File: src/rtl/cap_touch_scanner_if.sv
// cap_touch_scanner_if: processor-side register bus of the capacitive pad scanner.
// Control to the scanner: enable, calibrate, touch_delta, ch_sel.
// Status from the scanner: touched, touch_event, scan_done, ch_count.
interface cap_touch_scanner_if #(
  parameter int NUM_CH = 9,
  parameter int CNT_W  = 12
);
  logic              enable;
  logic              calibrate;
  logic [CNT_W-1:0]  touch_delta;
  logic [3:0]        ch_sel;
  logic [CNT_W-1:0]  ch_count;
  logic [NUM_CH-1:0] touched;
  logic [NUM_CH-1:0] touch_event;
  logic              scan_done;
  modport master (
    output enable, calibrate, touch_delta, ch_sel,
    input  ch_count, touched, touch_event, scan_done
  );
  modport slave (
    input  enable, calibrate, touch_delta, ch_sel,
    output ch_count, touched, touch_event, scan_done
  );
endinterface

File: src/rtl/cap_touch_scanner.sv
// cap_touch_scanner: times each pad's RC rise on a shared charge line, calibrates baselines, debounces touches.
// clock/reset: rising-edge clock, synchronous active-low reset.
// sensors_in: raw asynchronous pad inputs; sense_out: shared charge drive.
// bus: enable, calibrate, touch_delta, ch_sel in; touched, touch_event, scan_done, ch_count out.
module cap_touch_scanner #(
  parameter int NUM_CH           = 9,
  parameter int CNT_W            = 12,
  parameter int CHARGE_TIMEOUT   = 4095,
  parameter int DISCHARGE_CYCLES = 256,
  parameter int DEBOUNCE         = 4
) (
  input  logic              clock,
  input  logic              reset,
  input  logic [NUM_CH-1:0] sensors_in,
  output logic              sense_out,
  cap_touch_scanner_if.slave bus
);
  // One counter serves both the discharge wait and the charge timing.
  localparam int DW = ($clog2(DISCHARGE_CYCLES) > CNT_W) ? $clog2(DISCHARGE_CYCLES) : CNT_W;
  localparam int BW = $clog2(DEBOUNCE + 1);
  typedef enum logic [1:0] {IDLE, DISCH, CHARGE, EVAL} state_t;
  state_t            state_q, state_d;
  logic [DW-1:0]     cnt_q, cnt_d;
  logic [NUM_CH-1:0] sync1_q, sync1_d, sync2_q, sync2_d;
  logic [NUM_CH-1:0] latched_q, latched_d, touched_q, touched_d, event_q, event_d, raw;
  logic [CNT_W-1:0]  count_q [NUM_CH];
  logic [CNT_W-1:0]  count_d [NUM_CH];
  logic [CNT_W-1:0]  base_q [NUM_CH];
  logic [CNT_W-1:0]  base_d [NUM_CH];
  logic [BW-1:0]     db_q [NUM_CH];
  logic [BW-1:0]     db_d [NUM_CH];
  logic              cal_q, cal_d, done_q, done_d;
  assign sense_out       = state_q == CHARGE;
  assign bus.touched     = touched_q;
  assign bus.touch_event = event_q;
  assign bus.scan_done   = done_q;
  assign bus.ch_count    = (32'(bus.ch_sel) < NUM_CH) ? count_q[bus.ch_sel] : '0;
  // Threshold compare one bit wider so baseline + delta cannot wrap.
  always_comb begin
    raw = '0;
    for (int c = 0; c < NUM_CH; c++)
      raw[c] = {1'b0, count_q[c]} > ({1'b0, base_q[c]} + {1'b0, bus.touch_delta});
  end
  always_comb begin
    state_d   = state_q;
    cnt_d     = cnt_q;
    sync1_d   = sensors_in;
    sync2_d   = sync1_q;
    latched_d = latched_q;
    touched_d = touched_q;
    event_d   = '0;
    done_d    = 1'b0;
    cal_d     = cal_q;
    count_d   = count_q;
    base_d    = base_q;
    db_d      = db_q;
    case (state_q)
      IDLE: begin
        state_d = bus.enable ? DISCH : IDLE;
        cnt_d   = '0;
      end
      DISCH: begin
        state_d   = (cnt_q == DW'(DISCHARGE_CYCLES - 1)) ? CHARGE : DISCH;
        cnt_d     = (cnt_q == DW'(DISCHARGE_CYCLES - 1)) ? '0 : cnt_q + DW'(1);
        latched_d = '0;
      end
      CHARGE: begin
        cnt_d = cnt_q + DW'(1);
        for (int c = 0; c < NUM_CH; c++)
          if (!latched_q[c] && sync2_q[c]) begin
            latched_d[c] = 1'b1;
            count_d[c]   = cnt_q[CNT_W-1:0];
          end
        if (&latched_d || cnt_q == DW'(CHARGE_TIMEOUT)) begin
          state_d = EVAL;
          for (int c = 0; c < NUM_CH; c++)
            if (!latched_d[c]) count_d[c] = CNT_W'(CHARGE_TIMEOUT);
        end
      end
      default: begin
        state_d = bus.enable ? DISCH : IDLE;
        cnt_d   = '0;
        done_d  = 1'b1;
        if (cal_q) begin
          base_d = count_q;
          cal_d  = 1'b0;
        end else
          for (int c = 0; c < NUM_CH; c++)
            if (raw[c] == touched_q[c]) db_d[c] = '0;
            else if (db_q[c] == BW'(DEBOUNCE - 1)) begin
              touched_d[c] = raw[c];
              db_d[c]      = '0;
            end else db_d[c] = db_q[c] + BW'(1);
        event_d = touched_d & ~touched_q;
      end
    endcase
    // A request arriving during EVAL survives for the next scan.
    if (bus.calibrate) cal_d = 1'b1;
  end
  always_ff @(posedge clock) begin
    if (!reset) begin
      state_q   <= IDLE;
      cnt_q     <= '0;
      sync1_q   <= '0;
      sync2_q   <= '0;
      latched_q <= '0;
      touched_q <= '0;
      event_q   <= '0;
      done_q    <= 1'b0;
      cal_q     <= 1'b1;
      count_q   <= '{default: '0};
      base_q    <= '{default: '0};
      db_q      <= '{default: '0};
    end else begin
      state_q   <= state_d;
      cnt_q     <= cnt_d;
      sync1_q   <= sync1_d;
      sync2_q   <= sync2_d;
      latched_q <= latched_d;
      touched_q <= touched_d;
      event_q   <= event_d;
      done_q    <= done_d;
      cal_q     <= cal_d;
      count_q   <= count_d;
      base_q    <= base_d;
      db_q      <= db_d;
    end
  end
endmodule

File: src/flat_wrapper.sv
// flat-port wrapper written by rule: the top's interface ports become plain ports
module cap_touch_scanner_flat 
#(
  parameter int NUM_CH           = 9,
  parameter int CNT_W            = 12,
  parameter int CHARGE_TIMEOUT   = 4095,
  parameter int DISCHARGE_CYCLES = 256,
  parameter int DEBOUNCE         = 4
)
  (clock, reset, sensors_in, sense_out, bus_enable, bus_calibrate, bus_touch_delta, bus_ch_sel, bus_ch_count, bus_touched, bus_touch_event, bus_scan_done);
  cap_touch_scanner_if #(.NUM_CH(NUM_CH), .CNT_W(CNT_W)) bus_i ();
  input  logic clock;
  input  logic reset;
  input  logic [NUM_CH-1:0] sensors_in;
  output logic sense_out;
  input wire logic [$bits(bus_i.enable)-1:0] bus_enable;
  input wire logic [$bits(bus_i.calibrate)-1:0] bus_calibrate;
  input wire logic [$bits(bus_i.touch_delta)-1:0] bus_touch_delta;
  input wire logic [$bits(bus_i.ch_sel)-1:0] bus_ch_sel;
  output wire logic [$bits(bus_i.ch_count)-1:0] bus_ch_count;
  output wire logic [$bits(bus_i.touched)-1:0] bus_touched;
  output wire logic [$bits(bus_i.touch_event)-1:0] bus_touch_event;
  output wire logic [$bits(bus_i.scan_done)-1:0] bus_scan_done;
  assign bus_i.enable = bus_enable;
  assign bus_i.calibrate = bus_calibrate;
  assign bus_i.touch_delta = bus_touch_delta;
  assign bus_i.ch_sel = bus_ch_sel;
  assign bus_ch_count = bus_i.ch_count;
  assign bus_touched = bus_i.touched;
  assign bus_touch_event = bus_i.touch_event;
  assign bus_scan_done = bus_i.scan_done;
  cap_touch_scanner #(.NUM_CH(NUM_CH), .CNT_W(CNT_W), .CHARGE_TIMEOUT(CHARGE_TIMEOUT), .DISCHARGE_CYCLES(DISCHARGE_CYCLES), .DEBOUNCE(DEBOUNCE)) u_core (.clock(clock), .reset(reset), .sensors_in(sensors_in), .sense_out(sense_out), .bus(bus_i));
endmodule
File: config.mk
export PLATFORM = sky130hd
export DESIGN_NAME = cap_touch_scanner_flat
export DESIGN_NICKNAME = d
export VERILOG_FILES = /design/src/rtl/cap_touch_scanner_if.sv /design/src/rtl/cap_touch_scanner.sv /design/src/flat_wrapper.sv
export SDC_FILE = /design/constraint.sdc
export NUM_CORES = 1
export LEC_CHECK = 0
export ABC_AREA = 1
export CORE_UTILIZATION = 60
export DETAILED_ROUTE_END_ITERATION = 10
export GPL_ROUTABILITY_DRIVEN = 0
export PLACE_DENSITY_LB_ADDON = 0.2
export SYNTH_ARGS = -nofsm -noshare
export SYNTH_HDL_FRONTEND = slang
export SYNTH_SLANG_ARGS = --single-unit
File: constraint.sdc
create_clock -name clock -period 4.7 [get_ports clock]
set_input_delay 0.47 -clock clock [delete_from_list [all_inputs] [get_ports clock]]
set_output_delay 0.47 -clock clock [all_outputs]
set_load 0.005 [all_outputs]
Yosys cells after proc, flatten, opt, wreduce, memory -nomap -nowiden

Cells that the tools add are included.

Reduce and logical (&&, ||, !) cells: 27
Bitwise logic cells: 6
Add/sub/neg operators: 19
Mux-type cells: 87
Magnitude comparators: 11
Equal/unequal tests: 23

Operators by type and width:

| operator                                                                | number |
|---|---|
| 12-bit two-way mux                                                      | 22 |
| 12-bit by 12-bit adder with 13-bit output                               | 9 |
| 12-bit by 13-bit greater-than comparator with 1-bit output              | 9 |
| 108-bit two-way mux                                                     | 1 |
| 3-bit two-way mux                                                       | 18 |
| 12-bit binary-select mux with 4-bit select                              | 1 |
| 1-bit two-way mux                                                       | 38 |
| 3-bit by 1-bit adder with 3-bit output (second input constant)          | 9 |
| 3-bit by 2-bit equality test with 1-bit output (second input constant)  | 9 |
| 12-bit one-hot mux with 2 select lines                                  | 1 |
| 9-bit two-way mux                                                       | 2 |
| 9-bit one-hot mux with 2 select lines                                   | 1 |
| 12-bit by 1-bit adder with 12-bit output (second input constant)        | 1 |
| 12-bit equality test (second input constant)                            | 1 |
| 12-bit by 8-bit equality test with 1-bit output (second input constant) | 1 |
| 9-bit AND                                                               | 1 |
| 1-bit equality test                                                     | 9 |
| 1-bit logical AND                                                       | 9 |
| 1-bit zero test                                                         | 9 |
| 9-bit inverter                                                          | 1 |
| 9-bit AND reduction                                                     | 1 |
| 5-bit greater-or-equal comparator (second input constant)               | 1 |
| 4-bit inverter with 5-bit output                                        | 1 |
| 4-bit less-than comparator (second input constant)                      | 1 |
| 13 further kinds                                                        | 17 |

Bits of input ports: 29
Logic and storage cells: 209
Register bits: 304
Output and inout bits: 32

Logic depth before layout (Yosys ltp)

Word-level depth: 8
Depth in mapped cells: 23
Gate-level depth less buffers: 23

Least setup slack after synthesis

OpenSTA, ideal clock, no wires.

Path kind: input-to-reg
Start point: input bus_touch_delta[1]
End point: register u_core.db_q[7] in the netlist's numbering
Setup time: 70 ps
Stages: 20
Path buffers: 0
Arrival: 3013 ps
Data required time: 4630 ps
Slack: 1616 ps
Cells stage by stage: inv_1 > fa_1 > o21ai_0 > nand2_1 > nand2_1 > a31oi_1 > xor2_1 > ha_1 > nand2_1 > nor2_1 > nand4_1 > nor2_1 > nor2_1 > nand2_1 > inv_1 > nand2_1 > nand2_1 > nand2_1 > nand3_1 > a21oi_1

Word-level cells in the longest chain between the ends: 4

RTL lines:

| item                                                       | line                     | source |
|---|---|---|
| start: declaration                                         | flat_wrapper.sv:18       | `input wire logic [$bits(bus_i.touch_delta)-1:0] bus_touch_delta;` |
| 12-bit by 12-bit adder with 13-bit output                  | cap_touch_scanner.sv:42  | `raw[c] = {1'b0, count_q[c]} > ({1'b0, base_q[c]} + {1'b0, bus.touch_delta});` |
| 12-bit by 13-bit greater-than comparator with 1-bit output | cap_touch_scanner.sv:42  |  |
| 1-bit equality test                                        | cap_touch_scanner.sv:89  | `if (raw[c] == touched_q[c]) db_d[c] = '0;` |
| 3-bit two-way mux                                          | cap_touch_scanner.sv:89  |  |
| end signal: assignment                                     | cap_touch_scanner.sv:113 | `db_q <= '{default: '0};` |
| end signal: assignment                                     | cap_touch_scanner.sv:126 | `db_q <= db_d;` |
| end: declaration                                           | cap_touch_scanner.sv:30  | `logic [BW-1:0] db_q [NUM_CH];` |

No other way between the ends.
A chain may end at the register's enable or synchronous reset.

Worst setup path after layout

Start point: input bus_touch_delta[2]
End point: register u_core.db_q[1] in the netlist's numbering

The elaborated chain is that of the path after synthesis.

==> impl_metrics.env <==
export IMPL_die_area_sq_um=33700
export IMPL_die_y_um=184
export IMPL_cts_resized=0
export IMPL_setup_viol=0
export IMPL_synth_nets=3034
export IMPL_ys_types=44
export IMPL_post_cts_buffers=0
export IMPL_ys_ff_latch=304
export IMPL_p_per_area_nw_per_um2=272
export IMPL_crit_top_cell="nand2_1"
export IMPL_grt_use_total=0.376
export IMPL_synthSimpleGateAreaFrac=0.203
export IMPL_wirelength_mm=63.5
export IMPL_fp_coreArea_sq_um=32500
export IMPL_grt_pass1_wl_mm=98.6
export IMPL_tightestPinTransition_ps=1280
export IMPL_post_route_drc_count=0
export IMPL_areaGrowthSynthToFinish_pct=10.6
export IMPL_cp_top_family="simple AND/OR/NAND/NOR gates"
export IMPL_insertion_delay_ps=530
export IMPL_holdCritPathClass="input pin to register"
export IMPL_drt_iter0_drc=2146
export IMPL_synth_top_family_by_area="compound AO/OA/AOI/OAI gates"
export IMPL_async_reset_ff_frac=0
export IMPL_clk_pin_slew_ps=60
export IMPL_slowest_delay_ps=820
export IMPL_path_buf_inv=1
export IMPL_register_area_sq_um=6090
export IMPL_finalCritPeriodShare=0.875
export IMPL_syn_inst=2766
export IMPL_cp_start_kind="input pin"
export IMPL_dp_cells=3168
export IMPL_fmax_mhz=243
export IMPL_synth_top_area_share=0.308
export IMPL_synth_area_top_cells="dfxtp_1 (31%), ha_1 (15%), nand2_1 (8.2%)"
export IMPL_cts_max_level=2
export IMPL_cap_violations=0
export IMPL_rsz0062_at_grt="no"
export IMPL_ios=61
export IMPL_relSlewSlack=0.145
export IMPL_worst_slack_ps=589
export IMPL_end_kind="register"
export IMPL_dp_slack_ps=279
export IMPL_port_buffer_count=60
export IMPL_synth_fa_ha_area_frac=0.155
export IMPL_layout_common_cells="nand2_1 (429), nor2_1 (370), a21oi_1 (316), o21ai_0 (313), dfxtp_1 (304)"
export IMPL_wire_per_inst_um=19.7
export IMPL_path_cells="clkdlybuf4s50_1 -> ha_1 -> nand2_1 -> o21ai_0 -> a21oi_1 -> o21ai_0 -> nand2_1 -> nand2_1 -> nand2_1 -> nand2_1 -> xor2_1 -> ha_1 -> nand3_1 -> nor3_1 -> nand2_1 -> nor3b_1 -> nand4_1 -> nand2_1 -> nand3_1 -> a21oi_1"
export IMPL_drt_pass1_iter_count=6
export IMPL_post_route_util=0.674
export IMPL_syn_area_sq_um=19800
export IMPL_synth_ff_type="dfxtp_1"
export IMPL_crit_type="input pin to register"
export IMPL_yosysWarnings=0
export IMPL_dr_total_vias=19800
export IMPL_grt_max_degree=224
export IMPL_rows=66
export IMPL_synth_edff_count=0
export IMPL_worst_ep_required_time_ps=5150
export IMPL_slew_violations=0
export IMPL_via_per_inst=6.14
export IMPL_cts_root_buf="clkbuf_16"
export IMPL_antenna_left=0
export IMPL_final_common_cell="nand2_1"
export IMPL_dpl_hpwl_mm=43.6
export IMPL_synth_compound_area_frac=0.226
export IMPL_clock_sinks=304
export IMPL_p_sw_w=0.00144
export IMPL_arrival_ps=4560
export IMPL_internal_power_w=0.00451
export IMPL_cts_max_path_buffers=3
export IMPL_pwr_share_clk=0.485
export IMPL_finalClockSkew_ps=18.5
export IMPL_yosysSeqAreaShare=0.308
export IMPL_p_leak_nw=9.38
export IMPL_seqPwrFrac=0.435
export IMPL_peakVddDrop_mv=0.420
export IMPL_synth_area_leader_cell="dfxtp_1"
export IMPL_grt_ovfl_total=0
export IMPL_fillers=2819
export IMPL_die_w_um=184
export IMPL_pwr_share_comb=0.081
export IMPL_cp_slowest_cell="clkdlybuf4s50_1"
export IMPL_setup_tns_ps=0
export IMPL_grt_pass1_vias=18200
export IMPL_cp_max_fo=6
export IMPL_outcome="finished clean"
export IMPL_cts_tree="done"
export IMPL_final_hold_violation_count=0
export IMPL_initial_core_util=0.609
export IMPL_cts_buffers=36
export IMPL_diodes=0
export IMPL_final_net_count=3032
export IMPL_sw_frac_of_total=0.242
export IMPL_synthMuxAreaShare=0
export IMPL_multi_input_area_sq_um=12400
export IMPL_synth_xor_xnor_area_share=0.0425
export IMPL_syn_area_per_cell_sq_um=7.15
export IMPL_drive_gt1_frac=0.0409
export IMPL_fin_cells=3229
export IMPL_antenna_found_initial=1
export IMPL_ctsHoldBuffers=0
export IMPL_fin_crit_ps=4110
==> worst reg2reg max path, stage by stage, from the launching register on <==
cell,delay [ps]
dfxtp_1,320
ha_1,350
nand2_1,100
o21ai_0,310
a21oi_1,160
o21ai_0,350
nand2_1,100
nand2_1,70
nand2_1,40
nand2_1,70
xor2_1,180
ha_1,270
nand3_1,110
nor3_1,70
nand2_1,60
nor3b_1,270
nand4_1,170
nand2_1,140
nand3_1,80
a21oi_1,140
==> per-stage QoR <==
| step | total power (W) | area, sq um | hold WS, ps |
|---|---|---|---|
| 6_report | 0.00596 | 21900 | 341 |
| 5_1_grt | 0.00613 | 21900 | 344 |
| 4_1_cts | 0.00595 | 21900 | 335 |
| 3_5_place_dp | 0.00311 | 20700 | 395 |
| 3_3_place_gp | 0.00310 | 20700 | 395 |
| 2_1_floorplan | 0.00294 | 19800 | 390 |
==> layout make-up <==
| class | count | share of cell area |
|---|---|---|
| Multi-Input combinational cell | 2119 | 0.567 |
| Sequential cell | 304 | 0.278 |
| Clock buffer | 48 | 0.0474 |
| Timing Repair Buffer | 89 | 0.0378 |
| Inverter | 214 | 0.0368 |
| Tap cell | 442 | 0.0253 |
| Clock inverter | 13 | 0.00795 |
==> routing by layer <==
| layer | GRT usage | share of wire | vias up |
|---|---|---|---|
| li1 | - | - | 9491 |
| met1 | 0.478 | 0.41 | 9115 |
| met2 | 0.589 | 0.43 | 1002 |
| met3 | 0.0648 | 0.096 | 224 |
| met4 | 0.239 | 0.068 | 2 |
| met5 | 0 | 0.00028 | - |
==> Yosys cell counts, types with 4 or more instances <==
master,number
and3_1,13
o211ai_1,9
clkbuf_1,115
xor2_1,39
nand3_1,102
buf_1,4
o22ai_1,4
a31oi_1,17
a21oi_1,316
nand3b_1,14
clkinv_1,6
a21o_1,16
a221oi_1,6
ha_1,230
nor3_1,24
xnor2_1,57
a211oi_1,96
o21ai_0,313
inv_1,203
o31ai_1,4
buf_2,8
nand2_1,430
fa_1,9
nor2_1,370
inv_2,5
a31o_2,10
dfxtp_1,304
nand4_1,15
==> registers in the layout, indices dropped and copies added (netlist names) <==
name	cells
u_core.sync1_q	9
u_core.base_q	108
u_core.state_q	2
u_core.bus.touch_event	9
u_core.cnt_q	12
u_core.db_q	27
u_core.count_q	108
u_core.bus.scan_done	1
u_core.sync2_q	9
u_core.bus.touched	9
u_core.cal_q	1
u_core.latched_q	9
==> power by group through the flow <==
stage | clock [W] | combinational [W] | sequential, W
after global placement | 0 | 0.000453 | 0.00264
after global routing | 0.00302 | 0.000522 | 0.00259
after CTS | 0.00289 | 0.000467 | 0.00259
after floorplan | 0 | 0.000294 | 0.00264
after detailed placement | 0 | 0.000464 | 0.00264
final | 0.00289 | 0.000480 | 0.00259
==> worst paths after layout <==
check	to	cells past startpoint	slack, ps	from
setup / recovery	u_core.db_q[1]	20	590	bus_touch_delta[2]
hold reg to reg	u_core.sync2_q[4]	2	410	u_core.sync1_q[4]
setup reg to reg	u_core.db_q[1]	19	1280	u_core.base_q[2]
hold / removal	u_core.base_q[41]	3	340	reset
==> logic make-up (layout without fill, tap and decap cells) <==
| logic type | count (synthesis) | count (layout) |
|---|---|---|
| AO/OA/AOI/OAI | 803 | 803 |
| adder cells (fa/ha/maj) | 239 | 239 |
| XOR/XNOR | 96 | 96 |
| AND/OR/NAND/NOR | 981 | 981 |
| flip-flops | 304 | 304 |
| buffers and inverters | 343 | 364 |
No activity file was read; power rests on OpenSTA's default activity.
